`src/rtl/cfg_stream_tx_if.sv`:
```
// Parallel configuration word handshake between the config loader and cfg_stream_tx.
interface cfg_stream_tx_if #(
  parameter int WORD_W = 8
);
  logic [WORD_W-1:0] word_in;
  logic              word_valid;
  logic              word_ready;

  modport master (
    output word_in,
    output word_valid,
    input  word_ready
  );

  modport slave (
    input  word_in,
    input  word_valid,
    output word_ready
  );
endinterface

```
`src/rtl/cfg_stream_tx.sv`:
```
// Serial configuration transmitter: serializes NUM_WORDS parallel words MSB-first onto cfg_data.
// Optional macro CFG_TX_PARITY_EN appends an even-parity bit after bit 0 of every word.
module cfg_stream_tx #(
  parameter int WORD_W    = 8,
  parameter int NUM_WORDS = 8
) (
  input  logic                 clk,
  input  logic                 rst,
  input  logic                 start,
  cfg_stream_tx_if.slave       word_bus,
  output logic                 cfg_data,
  output logic                 cfg_shift_en,
  output logic                 busy,
  output logic                 done
);

`ifdef CFG_TX_PARITY_EN
  localparam int BIT_CW   = $clog2(WORD_W + 1);
  localparam int LAST_BIT = WORD_W;
`else
  localparam int BIT_CW   = $clog2(WORD_W);
  localparam int LAST_BIT = WORD_W - 1;
`endif
  localparam int WORD_CW = $clog2(NUM_WORDS + 1);

  localparam logic [BIT_CW-1:0]  BIT_LAST  = BIT_CW'(LAST_BIT);
  localparam logic [WORD_CW-1:0] WORD_LAST = WORD_CW'(NUM_WORDS - 1);

  typedef enum logic [1:0] {
    IDLE  = 2'd0,
    LOAD  = 2'd1,
    SHIFT = 2'd2,
    FIN   = 2'd3
  } state_t;

  state_t              state_q;
  state_t              state_nxt;
  logic [WORD_W-1:0]   sreg_q;
  logic [BIT_CW-1:0]   bit_cnt_q;
  logic [WORD_CW-1:0]  word_cnt_q;
  logic                bit_last;
  logic                word_last;
  logic                accept;
  logic                data_d;
  logic                shift_en_d;
  logic                busy_d;
  logic                done_d;

`ifdef CFG_TX_PARITY_EN
  localparam logic [BIT_CW-1:0] BIT_PAR_PREV = BIT_CW'(WORD_W - 1);

  logic par_q;

  function automatic logic even_parity(input logic [WORD_W-1:0] w);
    return ^w;
  endfunction
`endif

  assign word_bus.word_ready = (state_q == LOAD);
  assign accept              = (state_q == LOAD) && word_bus.word_valid;
  assign bit_last            = (bit_cnt_q == BIT_LAST);
  assign word_last           = (word_cnt_q == WORD_LAST);

  always_ff @(posedge clk) begin
    if (!rst) begin
      state_q <= IDLE;
    end else begin
      state_q <= state_nxt;
    end
  end

  always_comb begin
    state_nxt = state_q;
    case (state_q)
      IDLE:    if (start) state_nxt = LOAD;
      LOAD:    if (word_bus.word_valid) state_nxt = SHIFT;
      SHIFT:   if (bit_last) state_nxt = word_last ? FIN : LOAD;
      FIN:     state_nxt = IDLE;
      default: state_nxt = IDLE;
    endcase
  end

  // Output decode: values computed here become visible on the following cycle.
  always_comb begin
    data_d     = 1'b0;
    shift_en_d = 1'b0;
    busy_d     = (state_nxt != IDLE);
    done_d     = (state_nxt == FIN);
    case (state_q)
      LOAD: begin
        if (word_bus.word_valid) begin
          shift_en_d = 1'b1;
          data_d     = word_bus.word_in[WORD_W-1];
        end
      end
      SHIFT: begin
        if (!bit_last) begin
          shift_en_d = 1'b1;
`ifdef CFG_TX_PARITY_EN
          data_d     = (bit_cnt_q == BIT_PAR_PREV) ? par_q : sreg_q[WORD_W-2];
`else
          data_d     = sreg_q[WORD_W-2];
`endif
        end
      end
      default: begin
        data_d     = 1'b0;
        shift_en_d = 1'b0;
      end
    endcase
  end

  // sreg_q[WORD_W-1] always holds the bit currently presented on cfg_data.
  always_ff @(posedge clk) begin
    if (!rst) begin
      sreg_q       <= '0;
      bit_cnt_q    <= '0;
      word_cnt_q   <= '0;
      cfg_data     <= 1'b0;
      cfg_shift_en <= 1'b0;
      busy         <= 1'b0;
      done         <= 1'b0;
`ifdef CFG_TX_PARITY_EN
      par_q        <= 1'b0;
`endif
    end else begin
      cfg_data     <= data_d;
      cfg_shift_en <= shift_en_d;
      busy         <= busy_d;
      done         <= done_d;
      case (state_q)
        IDLE: begin
          if (start) word_cnt_q <= '0;
        end
        LOAD: begin
          if (accept) begin
            sreg_q    <= word_bus.word_in;
            bit_cnt_q <= '0;
`ifdef CFG_TX_PARITY_EN
            par_q     <= even_parity(word_bus.word_in);
`endif
          end
        end
        SHIFT: begin
          if (bit_last) begin
            word_cnt_q <= word_cnt_q + 1'b1;
          end else begin
            sreg_q    <= {sreg_q[WORD_W-2:0], 1'b0};
            bit_cnt_q <= bit_cnt_q + 1'b1;
          end
        end
        default: begin
          sreg_q <= sreg_q;
        end
      endcase
    end
  end

endmodule

```
`src/flat_wrapper.sv`:
```
// flat-port wrapper written by rule: the top's interface ports become plain ports
module cfg_stream_tx_flat 
#(
  parameter int WORD_W    = 8,
  parameter int NUM_WORDS = 8
)
  (clk, rst, start, cfg_data, cfg_shift_en, busy, done, word_bus_word_in, word_bus_word_valid, word_bus_word_ready);
  cfg_stream_tx_if #(.WORD_W(WORD_W)) word_bus_i ();
  input  logic clk;
  input  logic rst;
  input  logic start;
  output logic cfg_data;
  output logic cfg_shift_en;
  output logic busy;
  output logic done;
  input wire logic [$bits(word_bus_i.word_in)-1:0] word_bus_word_in;
  input wire logic [$bits(word_bus_i.word_valid)-1:0] word_bus_word_valid;
  output wire logic [$bits(word_bus_i.word_ready)-1:0] word_bus_word_ready;
  assign word_bus_i.word_in = word_bus_word_in;
  assign word_bus_i.word_valid = word_bus_word_valid;
  assign word_bus_word_ready = word_bus_i.word_ready;
  cfg_stream_tx #(.WORD_W(WORD_W), .NUM_WORDS(NUM_WORDS)) u_core (.clk(clk), .rst(rst), .start(start), .word_bus(word_bus_i), .cfg_data(cfg_data), .cfg_shift_en(cfg_shift_en), .busy(busy), .done(done));
endmodule
```
`config.mk`:
```
export PLATFORM = sky130hd
export DESIGN_NAME = cfg_stream_tx_flat
export DESIGN_NICKNAME = d
export VERILOG_FILES = /design/src/rtl/cfg_stream_tx_if.sv /design/src/rtl/cfg_stream_tx.sv /design/src/flat_wrapper.sv
export SDC_FILE = /design/constraint.sdc
export NUM_CORES = 1
export LEC_CHECK = 0
export ABC_AREA = 1
export BUFFER_PORTS_ARGS = -buffer_cell sky130_fd_sc_hd__buf_2
export CORE_ASPECT_RATIO = 1.75
export CORE_MARGIN = 2
export CORE_UTILIZATION = 35
export DETAILED_ROUTE_END_ITERATION = 10
export GPL_TIMING_DRIVEN = 0
export HOLD_SLACK_MARGIN = 0.02
export PLACE_DENSITY = 0.51
export SLEW_MARGIN = 20
export SYNTH_ARGS = -nofsm -noshare
export SYNTH_HDL_FRONTEND = slang
export SYNTH_SLANG_ARGS = --single-unit
```
`constraint.sdc`:
```
create_clock -name clk -period 1.8 [get_ports clk]
set_clock_uncertainty 0.1 [all_clocks]
set_input_delay 0.27 -clock clk [delete_from_list [all_inputs] [get_ports clk]]
set_output_delay 0.27 -clock clk [all_outputs]
set_load 0.1 [all_outputs]
```
# [Yosys cells after proc, flatten, opt, wreduce, memory -nomap -nowiden]
# Index checks and enable logic that the tools add are counted.
[word_totals] input_bits=12 ff_bits=20
[classes] reduce_logical=7 mux=20 addsub=2 eq_ne=10
[op_table] operator="2-to-1 mux 7 bit" count=2
[op_table] operator="one-hot mux 7 bit (2 select lines)" count=1
[op_table] operator="2-to-1 mux 2 bit" count=4
[op_table] operator="2-to-1 mux 4 bit" count=2
[op_table] operator="one-hot mux 2 bit (4 select lines)" count=1
[op_table] operator="one-hot mux 4 bit (2 select lines)" count=1
[op_table] operator="equality test 2 bit (second input constant)" count=3
[op_table] operator="2-to-1 mux 3 bit" count=2
[op_table] operator="one-hot mux 3 bit (2 select lines)" count=1
[op_table] operator="AND reduction 3 bit" count=2
[op_table] operator="nonzero test 2 bit" count=3
[op_table] operator="adder 4 x 1 -> 4 bit (second input constant)" count=1
[op_table] operator="equality test 4 x 3 -> 1 bit (second input constant)" count=1
[op_table] operator="2-to-1 mux 1 bit" count=4
[op_table] operator="!= test 2 x 1 -> 1 bit (second input constant)" count=2
[op_table] operator="!= test 2 bit (second input constant)" count=2
[op_table] operator="one-hot mux 1 bit (2 select lines)" count=2
[op_table] operator="adder 3 x 1 -> 3 bit (second input constant)" count=1
[op_table] operator="equality test 3 bit (second input constant)" count=1
[op_table] operator="equality test 2 x 1 -> 1 bit (second input constant)" count=1
[op_table] operator="zero test 2 bit" count=1
[op_table] operator="logical AND 1 bit" count=1

# [Logic depth before layout (Yosys ltp)]
[depth] ltp_word=5 mapped_depth=12 mapped_depth_nobuf=12

# [Least setup slack after synthesis]
# Ideal clock, no wire load.
[synth_path] path_type="reg-to-reg" from="reg u_core.state_q[1]" to="reg u_core.bit_cnt_q[0]" setup_time_ps=116 period_less_slack_ps=2110 slack_ps=-310 stages_incl_launch_ff=8 t_arrival_ps=1894 n_path_buf=1 cell_sequence="dfxtp_1 -> inv_1 -> ha_1 -> nand2_2 -> nand3_4 -> inv_4 -> buf_12 -> o211a_1"
[synth_via] elab_chain_len=4 elab_cells_between_ends=8 cone_classes="eq/ne: 4; mux: 1; reduce/logical: 3"
[synth_lines] element="start: declaration" line="cfg_stream_tx.sv:36" source="state_t state_q;"
[synth_lines] element="start signal: assignment" line="cfg_stream_tx.sv:68" source="state_q <= state_nxt;"
[synth_lines] element="equality test 2 x 1 -> 1 bit *"
[synth_lines] element="via word_bus_word_ready" line="flat_wrapper.sv:18" source="output wire logic [$bits(word_bus_i.word_ready)-1:0] word_bus_word_ready;"
[synth_lines] element="logical AND 1 bit" line="cfg_stream_tx.sv:60" source="assign accept = (state_q == LOAD) && word_bus.word_valid;"
[synth_lines] element="!= test 2 x 1 -> 1 bit (no line)"
[synth_lines] element="AND reduction 3 bit (no line)"
[synth_lines] element="end signal: assignment" line="cfg_stream_tx.sv:149" source="bit_cnt_q <= bit_cnt_q + 1'b1;"
[synth_lines] element="end: declaration" line="cfg_stream_tx.sv:39" source="logic [BIT_CW-1:0] bit_cnt_q;"
# Mark *: on every way through the listed nets, which the timed path passes. The rest lies on a longest branch.
# A chain may end at the register's enable or synchronous reset.

# [Final worst setup path]
[layout_path] from="reg u_core.state_q[1]" to="out word_bus_word_ready"
[layout_via] elab_chain_len=1
[layout_lines] element="equality test 2 x 1 -> 1 bit" line="cfg_stream_tx.sv:59" source="assign word_bus.word_ready = (state_q == LOAD);"
[layout_lines] element="end: declaration" line="flat_wrapper.sv:18"
# No other way between the ends.

==> results.txt <==
remaining number of nets flagged by the antenna check after routing: 0
Worst R2R Start: u_core.state_q[1]
Max VDD drop: 392 uV
area after detailed placement: 1160 sq um
Register-to-Register Setup Slack: 160 ps
PostCTS Resize Cnt: 0
footprint of the flip-flops and latches: 400 sq um
Most used DFF post-synth: sky130_fd_sc_hd__dfxtp_1
slowest cell on the critical path: sky130_fd_sc_hd__dfxtp_1
arrival time at the worst endpoint: 1300 ps
Synth-to-Final Area Change: 15.4%
Detailed Route Iter0 Violations: 10
maximum fanout encountered on the critical timing path: 5
count of unique library cells instantiated by Yosys: 28
terminating pin of the worst hold path: u_core.sreg_q[0]
post-route DRC violation count: 0
number of primary I/O pins: 17
final period demand of the worst path: 1670 ps
clock-pin slew reported for the worst setup and hold paths after clock tree synthesis: 70 ps
post-synthesis cell area: 1040 sq um
measured slew at the worst slew-check pin: 487 ps
FMAX: 600 MHz
TritonCTS clock tree: built
post-route core utilization: 41.7%
antenna fix cells: 0
number of nets in the finished design: 172
largest net degree at the start of global routing: 11
worst endpoint required time: 1430 ps
effective utilization at floorplan: 36.1%
detailed-routing iteration count for the pre-antenna-repair pass: 4
final design instance area without fill: 1210 sq um
vias in the first global route: 897
Post-CTS Setup Bufs: 0
proportion of synthesized flip-flops having asynchronous set or reset: 0%
end of the worst register-to-register path: u_core.word_cnt_q[3]
global-route total usage across every layer: 14.4%
buffer levels on the longest clock path: 2
vias per cell: 5.09
number of slew-limit violations in the final report: 0
RePlAce Congestion: 0.714
Sum Neg Setup Slack: 0 ps
Hold Slack: 166 ps
height of the chip: 76.3 um
width of the chip: 45.3 um
register bit count reported by yosys: 20
FF-to-FF path depth: 8
antenna violations before repair: 0
CTS root buf: sky130_fd_sc_hd__clkbuf_8
headroom to the max-slew limit: 67.8%
area share of the leading cell type in the synthesized netlist: 38.3%
multi-input gate area in the final layout: 531 sq um
commonest cells in the netlist: sky130_fd_sc_hd__nand2_1, sky130_fd_sc_hd__dfxtp_1, sky130_fd_sc_hd__inv_1
setup repair after global routing missed its margin: false
number of enable-type register cells in the synthesized netlist: 0
number of fill cells in the layout: 310
crit path cell chain: inv_1, ha_2, clkbuf_4
area enclosed by the die boundary: 3460 sq um
cell with the most instances after synthesis: sky130_fd_sc_hd__nand2_1
maxcap violations: 0
hold bufs inserted after CTS: 0
biggest area consumer among synthesized cells: sky130_fd_sc_hd__dfxtp_1
Avg WL per Cell: 12.1 um
clock insertion delay at the later pin of the skew report: 250 ps
placed wire-length estimate: 1680 um
total grt overflow: 0
fraction of the cycle the final worst path needs: 92.5%
proportion of synthesized chip area in sequential cells: 38.3%
total of endpoints with negative setup slack in the final report: 0
cell area power density: 874 nW/um^2
Hold Path Origin: word_bus_word_in[0]
Leakage: 0.591 nW
number of H-tree levels: 1
area of the core: 2900 sq um
kind of capture point of the worst setup path: output port
CTS Sinks: 20
cell count after synthesis: 132
Synth warnings: 0
nets in the synthesized netlist: 151
kind of critical path: reg2out
count of input and output buffers: 16
Syn Area/Cell: 7.91 sq um
via count: 911
Min-Delay Path Depth: 3
Routed WL: 2170 um
Std-Cell Rows: 26
CTS Buf Count: 3
result of the run: finished clean
wire length of the first global-routing pass: 3730 um
startpoint class of the critical path: flop
Synth area leaders: sky130_fd_sc_hd__dfxtp_1, sky130_fd_sc_hd__nand2_1, sky130_fd_sc_hd__ha_1, sky130_fd_sc_hd__inv_1, sky130_fd_sc_hd__o21ai_0
share of post-route cells with drive strength above 1: 23.2%
maximum single-stage delay on the critical path: 370 ps
total count of hold-check failures in the final report: 0
path category of the worst min-delay check: in2reg
sequential cells by signal (all words and copies together), names as in the netlist:
name and flops:
u_core.sreg_q 7, u_core.busy 1, u_core.done 1, u_core.state_q 2, u_core.cfg_shift_en 1, u_core.cfg_data 1, u_core.bit_cnt_q 3, u_core.word_cnt_q 4
cell type report:
cell class              count  area share (%)
well taps                  28            2.90
inverters                  19            6.12
flip-flops and latches     20            33.2
plain buffers               4            3.53
multi-input cells          89            44.0
repair buffers             16            6.85
clock buffers               3            3.42
critical path: cells and delay by family (launching register included):
kind	cells	cell delay, ps
buffers and inverters	2	450
adders and majority gates	1	220
DFF	1	370
cells in the final DEF, fill, tap and decap left out, types with 2 or more instances in the layout:
cell | netlist | routed
sky130_fd_sc_hd__inv_2 | 2 | 2
sky130_fd_sc_hd__nand3_2 | 3 | 3
sky130_fd_sc_hd__dfxtp_1 | 20 | 20
sky130_fd_sc_hd__nor2_1 | 4 | 4
sky130_fd_sc_hd__o21ai_1 | 2 | 2
sky130_fd_sc_hd__o211a_1 | 2 | 2
sky130_fd_sc_hd__a21oi_1 | 6 | 6
sky130_fd_sc_hd__o21ai_0 | 9 | 9
sky130_fd_sc_hd__buf_2 | 0 | 15
sky130_fd_sc_hd__nand2_1 | 34 | 34
sky130_fd_sc_hd__nand3_1 | 4 | 4
sky130_fd_sc_hd__ha_1 | 7 | 6
sky130_fd_sc_hd__clkbuf_8 | 0 | 3
sky130_fd_sc_hd__a31oi_1 | 6 | 6
sky130_fd_sc_hd__nor3_1 | 3 | 3
sky130_fd_sc_hd__inv_1 | 16 | 16
how the worst max path moves through the flow:
stage / from / end / slack (ps) / cells after the start
global route: u_core.state_q[1] / u_core.word_cnt_q[3] / 30 / 8
finish: u_core.state_q[1] / word_bus_word_ready / 130 / 3
floorplan: u_core.state_q[1] / u_core.bit_cnt_q[0] / 30 / 7
CTS: u_core.state_q[1] / word_bus_word_ready / 20 / 3
detailed placement: u_core.state_q[1] / u_core.word_cnt_q[3] / 170 / 8
global placement: u_core.state_q[0] / u_core.busy / 210 / 9
where the power goes:
group / leakage (nW) / internal, W / switching [W] / total [W]
clock: 0.0216 / 0.000149 / 0.000141 / 0.000290
sequential: 0.163 / 0.000480 / 0.0000222 / 0.000502
combinational: 0.406 / 0.0000877 / 0.000174 / 0.000262
metal layers:
layer,track usage (%),vias to the layer above,share of wire (%)
met1,14.7,424,39
met2,26.1,15,57
met3,2.37,2,3.0
met5,0,-,0
li1,-,470,-
met4,7.06,0,1.3
per-stage QoR:
step                power (W)  setup slack, ps  instances
floorplan            0.000718             29.5        132
global placement     0.000772              205        176
detailed placement   0.000775              170        176
CTS                   0.00107             24.2        179
global route          0.00112             29.0        179
finish                0.00105              134        179
cells by family after synthesis:
family | count (synthesis) | synth area share [%]
adder cells (fa/ha/maj) | 7 | 8.38
AO/OA/AOI/OAI | 28 | 15.9
buffers and inverters | 23 | 11.1
flip-flops | 20 | 38.3
AND/OR/NAND/NOR | 54 | 26.2
(Power assumes the default switching activity.)
